`src/rtl/ex_mopa_unit.sv`:
```
// Matrix outer-product-accumulate engine: M += a (x) b, one row per cycle.
// It stalls the front end while busy and returns all four rows with a one-cycle done strobe.
//
// state | meaning
// IDLE  | waiting for mopa_start
// CALC  | computing row `row`, writing it to mopa_result[row]
// DONE  | done strobe, all rows final; may accept a back-to-back start
module ex_mopa_unit #(
    parameter int SAT_EN = 0
) (
    input  logic             clk,
    input  logic             rst,
    input  logic             mopa_start,
    input  logic [31:0]      mopa_a,
    input  logic [31:0]      mopa_b,
    input  logic [3:0][31:0] mopa_acc_in,
    input  logic             flush,
    output logic             mopa_stall,
    output logic             mopa_busy,
    output logic             mopa_done,
    output logic [3:0][31:0] mopa_result
);

    typedef enum logic [1:0] {
        IDLE = 2'd0,
        CALC = 2'd1,
        DONE = 2'd2
    } state_t;

    state_t           state, state_nxt;
    logic [1:0]       row, row_nxt;
    logic             load_new, load_fwd, wr_row;
    logic [31:0]      a_q, b_q;
    logic [3:0][31:0] acc_q;
    logic [7:0]       a_el;
    logic [31:0]      row_res;

    function automatic logic [7:0] mac8(input logic [7:0] acc, input logic [7:0] a,
                                        input logic [7:0] b);
        logic signed [15:0] prod;
        logic signed [16:0] sum;
        prod = $signed(a) * $signed(b);
        sum  = $signed({{9{acc[7]}}, acc}) + $signed({prod[15], prod});
        if (SAT_EN != 0) begin
            if (sum > 17'sd127)  return 8'h7F;
            if (sum < -17'sd128) return 8'h80;
        end
        return sum[7:0];
    endfunction

    assign a_el = a_q[{row, 3'b000} +: 8];

    always_comb begin
        row_res = '0;
        for (int j = 0; j < 4; j++) begin
            row_res[j*8 +: 8] = mac8(acc_q[row][j*8 +: 8], a_el, b_q[j*8 +: 8]);
        end
    end

    always_comb begin
        state_nxt  = state;
        row_nxt    = row;
        load_new   = 1'b0;
        load_fwd   = 1'b0;
        wr_row     = 1'b0;
        mopa_done  = 1'b0;
        mopa_stall = 1'b0;
        case (state)
            IDLE: begin
                mopa_stall = mopa_start;
                if (mopa_start && !flush) begin
                    state_nxt = CALC;
                    row_nxt   = 2'd0;
                    load_new  = 1'b1;
                end
            end
            CALC: begin
                mopa_stall = 1'b1;
                if (!flush) begin
                    wr_row  = 1'b1;
                    row_nxt = row + 2'd1;
                    if (row == 2'd3) state_nxt = DONE;
                end
            end
            DONE: begin
                mopa_stall = mopa_start;
                if (!flush) begin
                    mopa_done = 1'b1;
                    if (mopa_start) begin
                        state_nxt = CALC;
                        row_nxt   = 2'd0;
                        load_fwd  = 1'b1;
                    end else begin
                        state_nxt = IDLE;
                    end
                end
            end
            default: state_nxt = IDLE;
        endcase
        if (flush) begin
            state_nxt = IDLE;
            row_nxt   = 2'd0;
        end
    end

    assign mopa_busy = (state != IDLE);

    always_ff @(posedge clk or negedge rst) begin
        if (!rst) begin
            state <= IDLE;
            row   <= 2'd0;
        end else begin
            state <= state_nxt;
            row   <= row_nxt;
        end
    end

    // Back-to-back starts accumulate onto our own result: the matrix file
    // write lands on the same edge, so mopa_acc_in would still be stale.
    always_ff @(posedge clk or negedge rst) begin
        if (!rst) begin
            a_q         <= '0;
            b_q         <= '0;
            acc_q       <= '0;
            mopa_result <= '0;
        end else begin
            if (load_new) begin
                a_q   <= mopa_a;
                b_q   <= mopa_b;
                acc_q <= mopa_acc_in;
            end else if (load_fwd) begin
                a_q   <= mopa_a;
                b_q   <= mopa_b;
                acc_q <= mopa_result;
            end
            if (wr_row) mopa_result[row] <= row_res;
        end
    end

endmodule

```
`config.mk`:
```
export PLATFORM = sky130hd
export DESIGN_NAME = ex_mopa_unit
export DESIGN_NICKNAME = d
export VERILOG_FILES = /design/src/rtl/ex_mopa_unit.sv
export SDC_FILE = /design/constraint.sdc
export NUM_CORES = 1
export LEC_CHECK = 0
export BUFFER_PORTS_ARGS = -buffer_cell sky130_fd_sc_hd__clkbuf_2
export CAP_MARGIN = 0
export CORE_MARGIN = 2
export CORE_UTILIZATION = 45
export DETAILED_ROUTE_END_ITERATION = 6
export PLACE_DENSITY = 0.67
export SYNTH_ARGS = -nofsm -noshare
export SYNTH_HDL_FRONTEND = slang
export SYNTH_SLANG_ARGS = --single-unit
export TNS_END_PERCENT = 30
```
`constraint.sdc`:
```
create_clock -name clk -period 6 [get_ports clk]
set_input_delay 0.6 -clock clk [delete_from_list [all_inputs] [get_ports clk]]
set_output_delay 0.6 -clock clk [all_outputs]
set_load 0.02 [all_outputs]
```
; ---- Word level (Yosys, flattened, before mapping)
; Index checks and enable logic that the tools add are counted.
[totals]
register_bits = 324
latch_bits = 0
ramBits = 0
romBits = 0
input_bits = 196
output_inout_bits = 131
wordCells = 69
mem_count = 0
[op_classes]
n_addsub = 5
multipliers = 4
div_mod_pow = 0
order_cmp = 2
n_eq_ne = 6
shift = 1
muxes = 29
bitwise_logic = 0
reduce_logical = 10
[op_table]
columns = cell, n
row1 = $mux W128, 2
row2 = $mux W32, 6
row3 = $bwmux W128, 1
row4 = $bmux W32 S2, 1
row5 = $demux W32 S2, 1
row6 = $add A8 B8 Y8, 4
row7 = $mul A8 B8 Y8, 4
row8 = $shiftx A32 B6 Y8, 1
row9 = $mux W2, 6
row10 = $pmux W2 S3, 2
row11 = $mux W1, 9
row12 = $ne A3 B3 Y1 const B, 3
row13 = $eq A2 B2 Y1 const B, 2
row14 = $reduce_bool A2 Y1, 2
row15 = $reduce_bool A4 Y1, 1
row16 = $lt A2 B3 Y1 const B, 1
row17 = $reduce_and A3 Y1, 1
row18 = $add A2 B1 Y2 const B, 1
row19 = $eq A2 B1 Y1 const B, 1
row20 = $ge A2 B1 Y1 const B, 1
row21 = $logic_and A1 B1 Y1, 2
row22 = $logic_not A2 Y1, 1
row23 = $pmux W1 S2, 1
row24 = $reduce_and A2 Y1, 1
row25 = other kinds (2), 2

; ---- Depth between registers and ports, before layout
[logic_depth]
word_depth = 5
ltp_mapped = 20

; ---- Worst setup path before layout
; OpenSTA, ideal clock, no wires.
[synth_timing]
path_kind = reg-to-reg
from = register row[0]
to = register mopa_result[103] in the netlist's numbering
arrival_ns = 5.374
required_time_ns = 5.917
setup_slack_ns = 0.543
stages_incl_launch_ff = 21
path_buffers = 3
cell_sequence = dfrtp_1 -> buf_6 -> buf_6 -> buf_1 -> mux4_2 -> inv_1 -> fa_1 -> inv_1 -> fa_1 -> ha_1 -> inv_1 -> fa_1 -> inv_1 -> ha_1 -> ha_1 -> a21o_1 -> a21oi_1 -> xnor2_1 -> xnor2_1 -> xnor3_1 -> o21ai_0
[synth_via]
elab_chain_len = 5
word_cells_on_any_way = 11
cone_classes = add/sub (1) / mul (1) / order compare (2) / shift (1) / mux (5) / reduce/logical (1)
[synth_rtl]
columns = item, line
row1 = from (decl), 31  ; logic [1:0] row, row_nxt;
row2 = from (signal assigned), 114  ; row <= row_nxt;
row3 = branches (longest 4 deep; another with $mul A8 B8 Y8), n/a
row4 = $bwmux W128 (*), 136  ; if (wr_row) mopa_result[row] <= row_res;
row5 = "to (signal, indexed assignment)", 136
row6 = to (decl), 21  ; output logic [3:0][31:0] mopa_result
; Every way passes the cells marked *. The select of a mux whose other input is x is not followed.
; A chain may end at the register's enable or synchronous reset.

; ---- Worst setup path in the final report
[layout_timing]
from = register row[0]
to = register mopa_result[7] in the netlist's numbering
; Same word-level chain as after synthesis.

==> impl_metrics.py <==
metrics = {
    "run_status": {
        "status": "finished clean",
    },
    "timing": {
        "finalSetupTns_ns": 0,
        "period_share_pct": 90.4,
        "worst_slew_pin_slew_ns": 1.31,
        "clock_skew_ns": 0.0160,
        "fmax_ghz": 0.184,
        "relSlewSlack_pct": 12.5,
        "finalHoldViolCount": 0,
        "setup_viol": 0,
        "fin_ws_ns": 0.576,
        "grt_setup_unrepaired": "no",
        "min_period_ns": 5.42,
        "slew_viol_final": 0,
    },
    "critical_path": {
        "cp.depth": 17,
        "cp-end-kind": "flop",
        "critPathArrivalTime_ns": 5.88,
        "r2r_start": "row[0]$_DFFE_PN0P_",
        "worstPathRequired_ns": 6.46,
        "reg2reg_slack_ns": 0.58,
        "reg2reg_to": "mopa_result[7]$_DFFE_PN0P_",
        "cp-start-kind": "flop",
        "cpMaxStageDelayCell": "mux4_2",
        "critPathKind": "reg -> reg",
        "critical_path.max_fanout": 17,
        "critPathBufInv": 3,
        "path_delay_family": "adder cells",
        "r2r_cells": 17,
        "cp_cell_sequence": "mux4_2 -> nand2_1 -> fa_1 -> inv_1 -> fa_1 -> ha_1 -> inv_1 -> fa_1 -> inv_1 -> ha_1 -> ha_1 -> a21o_1 -> a21oi_1 -> xnor2_1 -> xnor2_1 -> xnor3_1 -> o21ai_1",
        "cpPeakStageDelay_ns": 0.75,
    },
    "hold_path": {
        "hp-class": "in -> async",
    },
    "clocking": {
        "clk_pin_slew_worst_paths_ns": 0.06,
        "cts-htree-levels": 2,
        "postCtsSetupBuffers": 0,
        "clock_latency_ns": 0.55,
        "ctsHoldBuffers": 0,
        "cts-root-buf": "clkbuf_16",
        "cts_tree": "yes",
        "clock_sinks": 324,
        "cts-buffers-inserted": 37,
        "ctsResizeCount": 0,
        "clock_path_buffers": 3,
    },
    "die": {
        "initial_core_util_pct": 45.5,
        "num_rows": 73,
        "pin_count": 327,
        "fp.dieW_um": 204,
        "die-area_mm2": 0.0416,
        "die_h_um": 204,
        "coreArea_mm2": 0.0395,
    },
    "route": {
        "ant_nets": 0,
        "vias_per_cell": 5.50,
        "route.vias.total": 13540,
        "drtIter0Drc": 778,
        "post_drt_wl_per_cell_um": 21.1,
        "drt-pass1-iter-count": 5,
        "routed_wl_mm": 52.0,
        "drc_errors": 0,
    },
    "logic_synthesis": {
        "syn_area_mm2": 0.0180,
        "ys_ff_latch": 324,
        "syn_inst": 1626,
        "syn-num-nets": 1982,
        "ys.warnings.count": 0,
        "avgSynthCellArea_um2": 11.1,
        "ys_types": 29,
        "ys_seq_area_share_pct": 45.1,
    },
    "global_routing": {
        "track_usage_pct": 25.5,
        "grt_max_degree": 115,
        "grt_pass1_wl_mm": 80.6,
        "grt_pass1_vias": 14037,
        "antenna_found_initial": 6,
        "globalRouteOverflowTotal": 0,
    },
    "finish": {
        "finish.utilization_pct": 54.0,
        "final_common_cell": "clkbuf_2",
        "layout-drive-gt1-share_pct": 31.3,
        "instances_no_fill": 2462,
        "areaGrowthSynthToFinish_pct": 18.8,
        "n_fill_cell": 3457,
        "final_cell_mix": "clkbuf_2, dfrtp_1, mux2_2",
        "fin_nets": 2263,
    },
    "placement": {
        "dp.cells": 2393,
        "place.port_buffers": 326,
        "dp_slack_ns": 0.545,
        "gp_congestion": 0.855,
        "post-dp-hpwl_mm": 36.5,
    },
    "run": {
        "cap_violations": 0,
    },
}
how the worst max path moves through the flow:
stage,end,start
floorplan,mopa_result[103]$_DFFE_PN0P_,row[0]$_DFFE_PN0P_
global route,mopa_result[103]$_DFFE_PN0P_,row[0]$_DFFE_PN0P_
global placement,mopa_result[103]$_DFFE_PN0P_,row[0]$_DFFE_PN0P_
CTS,mopa_result[7]$_DFFE_PN0P_,row[0]$_DFFE_PN0P_
finish,mopa_result[7]$_DFFE_PN0P_,row[0]$_DFFE_PN0P_
detailed placement,mopa_result[103]$_DFFE_PN0P_,row[0]$_DFFE_PN0P_
flip-flops by register name, indices dropped and copies added (netlist names):
signal / cells
mopa_result: 128
b_q: 32
acc_q: 128
state: 2
a_q: 32
row: 2
synthesized netlist by cell type:
| cell type | number | area (µm²) |
|---|---|---|
| o21a_1 | 1 | 7.51 |
| nor2b_1 | 2 | 12.5 |
| buf_6 | 3 | 33.8 |
| ha_1 | 88 | 1100 |
| o41ai_1 | 1 | 8.76 |
| xnor2_1 | 49 | 429 |
| o21ai_1 | 15 | 75.1 |
| dfrtp_1 | 324 | 8110 |
| inv_1 | 128 | 480 |
| mux4_2 | 40 | 901 |
| o22ai_1 | 128 | 801 |
| xnor2_2 | 2 | 32.5 |
| buf_1 | 10 | 37.5 |
| o21ai_0 | 31 | 155 |
| nand2_1 | 149 | 559 |
| buf_2 | 4 | 20.0 |
| a21o_1 | 5 | 37.5 |
| nor2_1 | 132 | 495 |
| nand2b_1 | 4 | 25.0 |
| o22a_1 | 1 | 8.76 |
| fa_1 | 72 | 1440 |
| mux2_2 | 148 | 1670 |
| or2_2 | 1 | 6.26 |
| nor3_1 | 1 | 5.00 |
| and2_1 | 45 | 282 |
| clkbuf_1 | 89 | 334 |
| xor2_1 | 11 | 96.3 |
| xnor3_1 | 6 | 135 |
| a21oi_1 | 136 | 681 |
per-layer routing:
| layer | up-vias | part of all wire, % | global-route usage (%) |
|---|---|---|---|
| li1 | 6120 | - | - |
| met1 | 6883 | 44 | 35.2 |
| met2 | 443 | 47 | 40.5 |
| met3 | 88 | 6.4 | 4.96 |
| met4 | 6 | 2.6 | 8.45 |
| met5 | - | 0.081 | 0 |
worst register-to-register path: cells and delay by family (launching register included):
| kind | cells | cell delay [ns] |
|---|---|---|
| xor gates and xnor gates | 3 | 0.76 |
| DFF | 1 | 0.69 |
| adders and majority gates | 6 | 2.27 |
| muxes | 1 | 0.76 |
| and+or+nand+nor | 1 | 0.17 |
| AOI/OAI and AO/OA | 3 | 0.51 |
| buffers and inverters | 3 | 0.18 |
metrics by stage:
step                      hold WS [ns]  instance area, µm²
after detailed placement         0.496               20100
final                           0.0742               21400
after global routing             0.153               21400
after CTS                        0.132               21400
after global placement           0.485               20100
after floorplan                  0.304               18000
cells by family after synthesis:
logic type / Yosys count / share of synthesized area [%]
simple gates: 334 / 7.71
flops: 324 / 45.1
compound gates: 318 / 9.87
buf+inv: 234 / 5.04
mux: 188 / 14.3
fa+ha+maj: 160 / 14.1
xor+xnor: 68 / 3.86
area by class of cell:
type / instances / area, µm² / share of cell area, %
clock inverter: 11 / 148 / 0.691
sequential: 324 / 8110 / 38.0
clock buffer: 55 / 1120 / 5.22
tap: 525 / 657 / 3.07
timing repair buffer: 348 / 1850 / 8.64
inverter: 128 / 480 / 2.25
antenna: 3 / 7.51 / 0.0351
multi-input combinational: 1068 / 8990 / 42.1
Power is left out: the tool's default activity adds up to more than one toggle a clock period on the data nets, which glitch-free logic cannot reach.
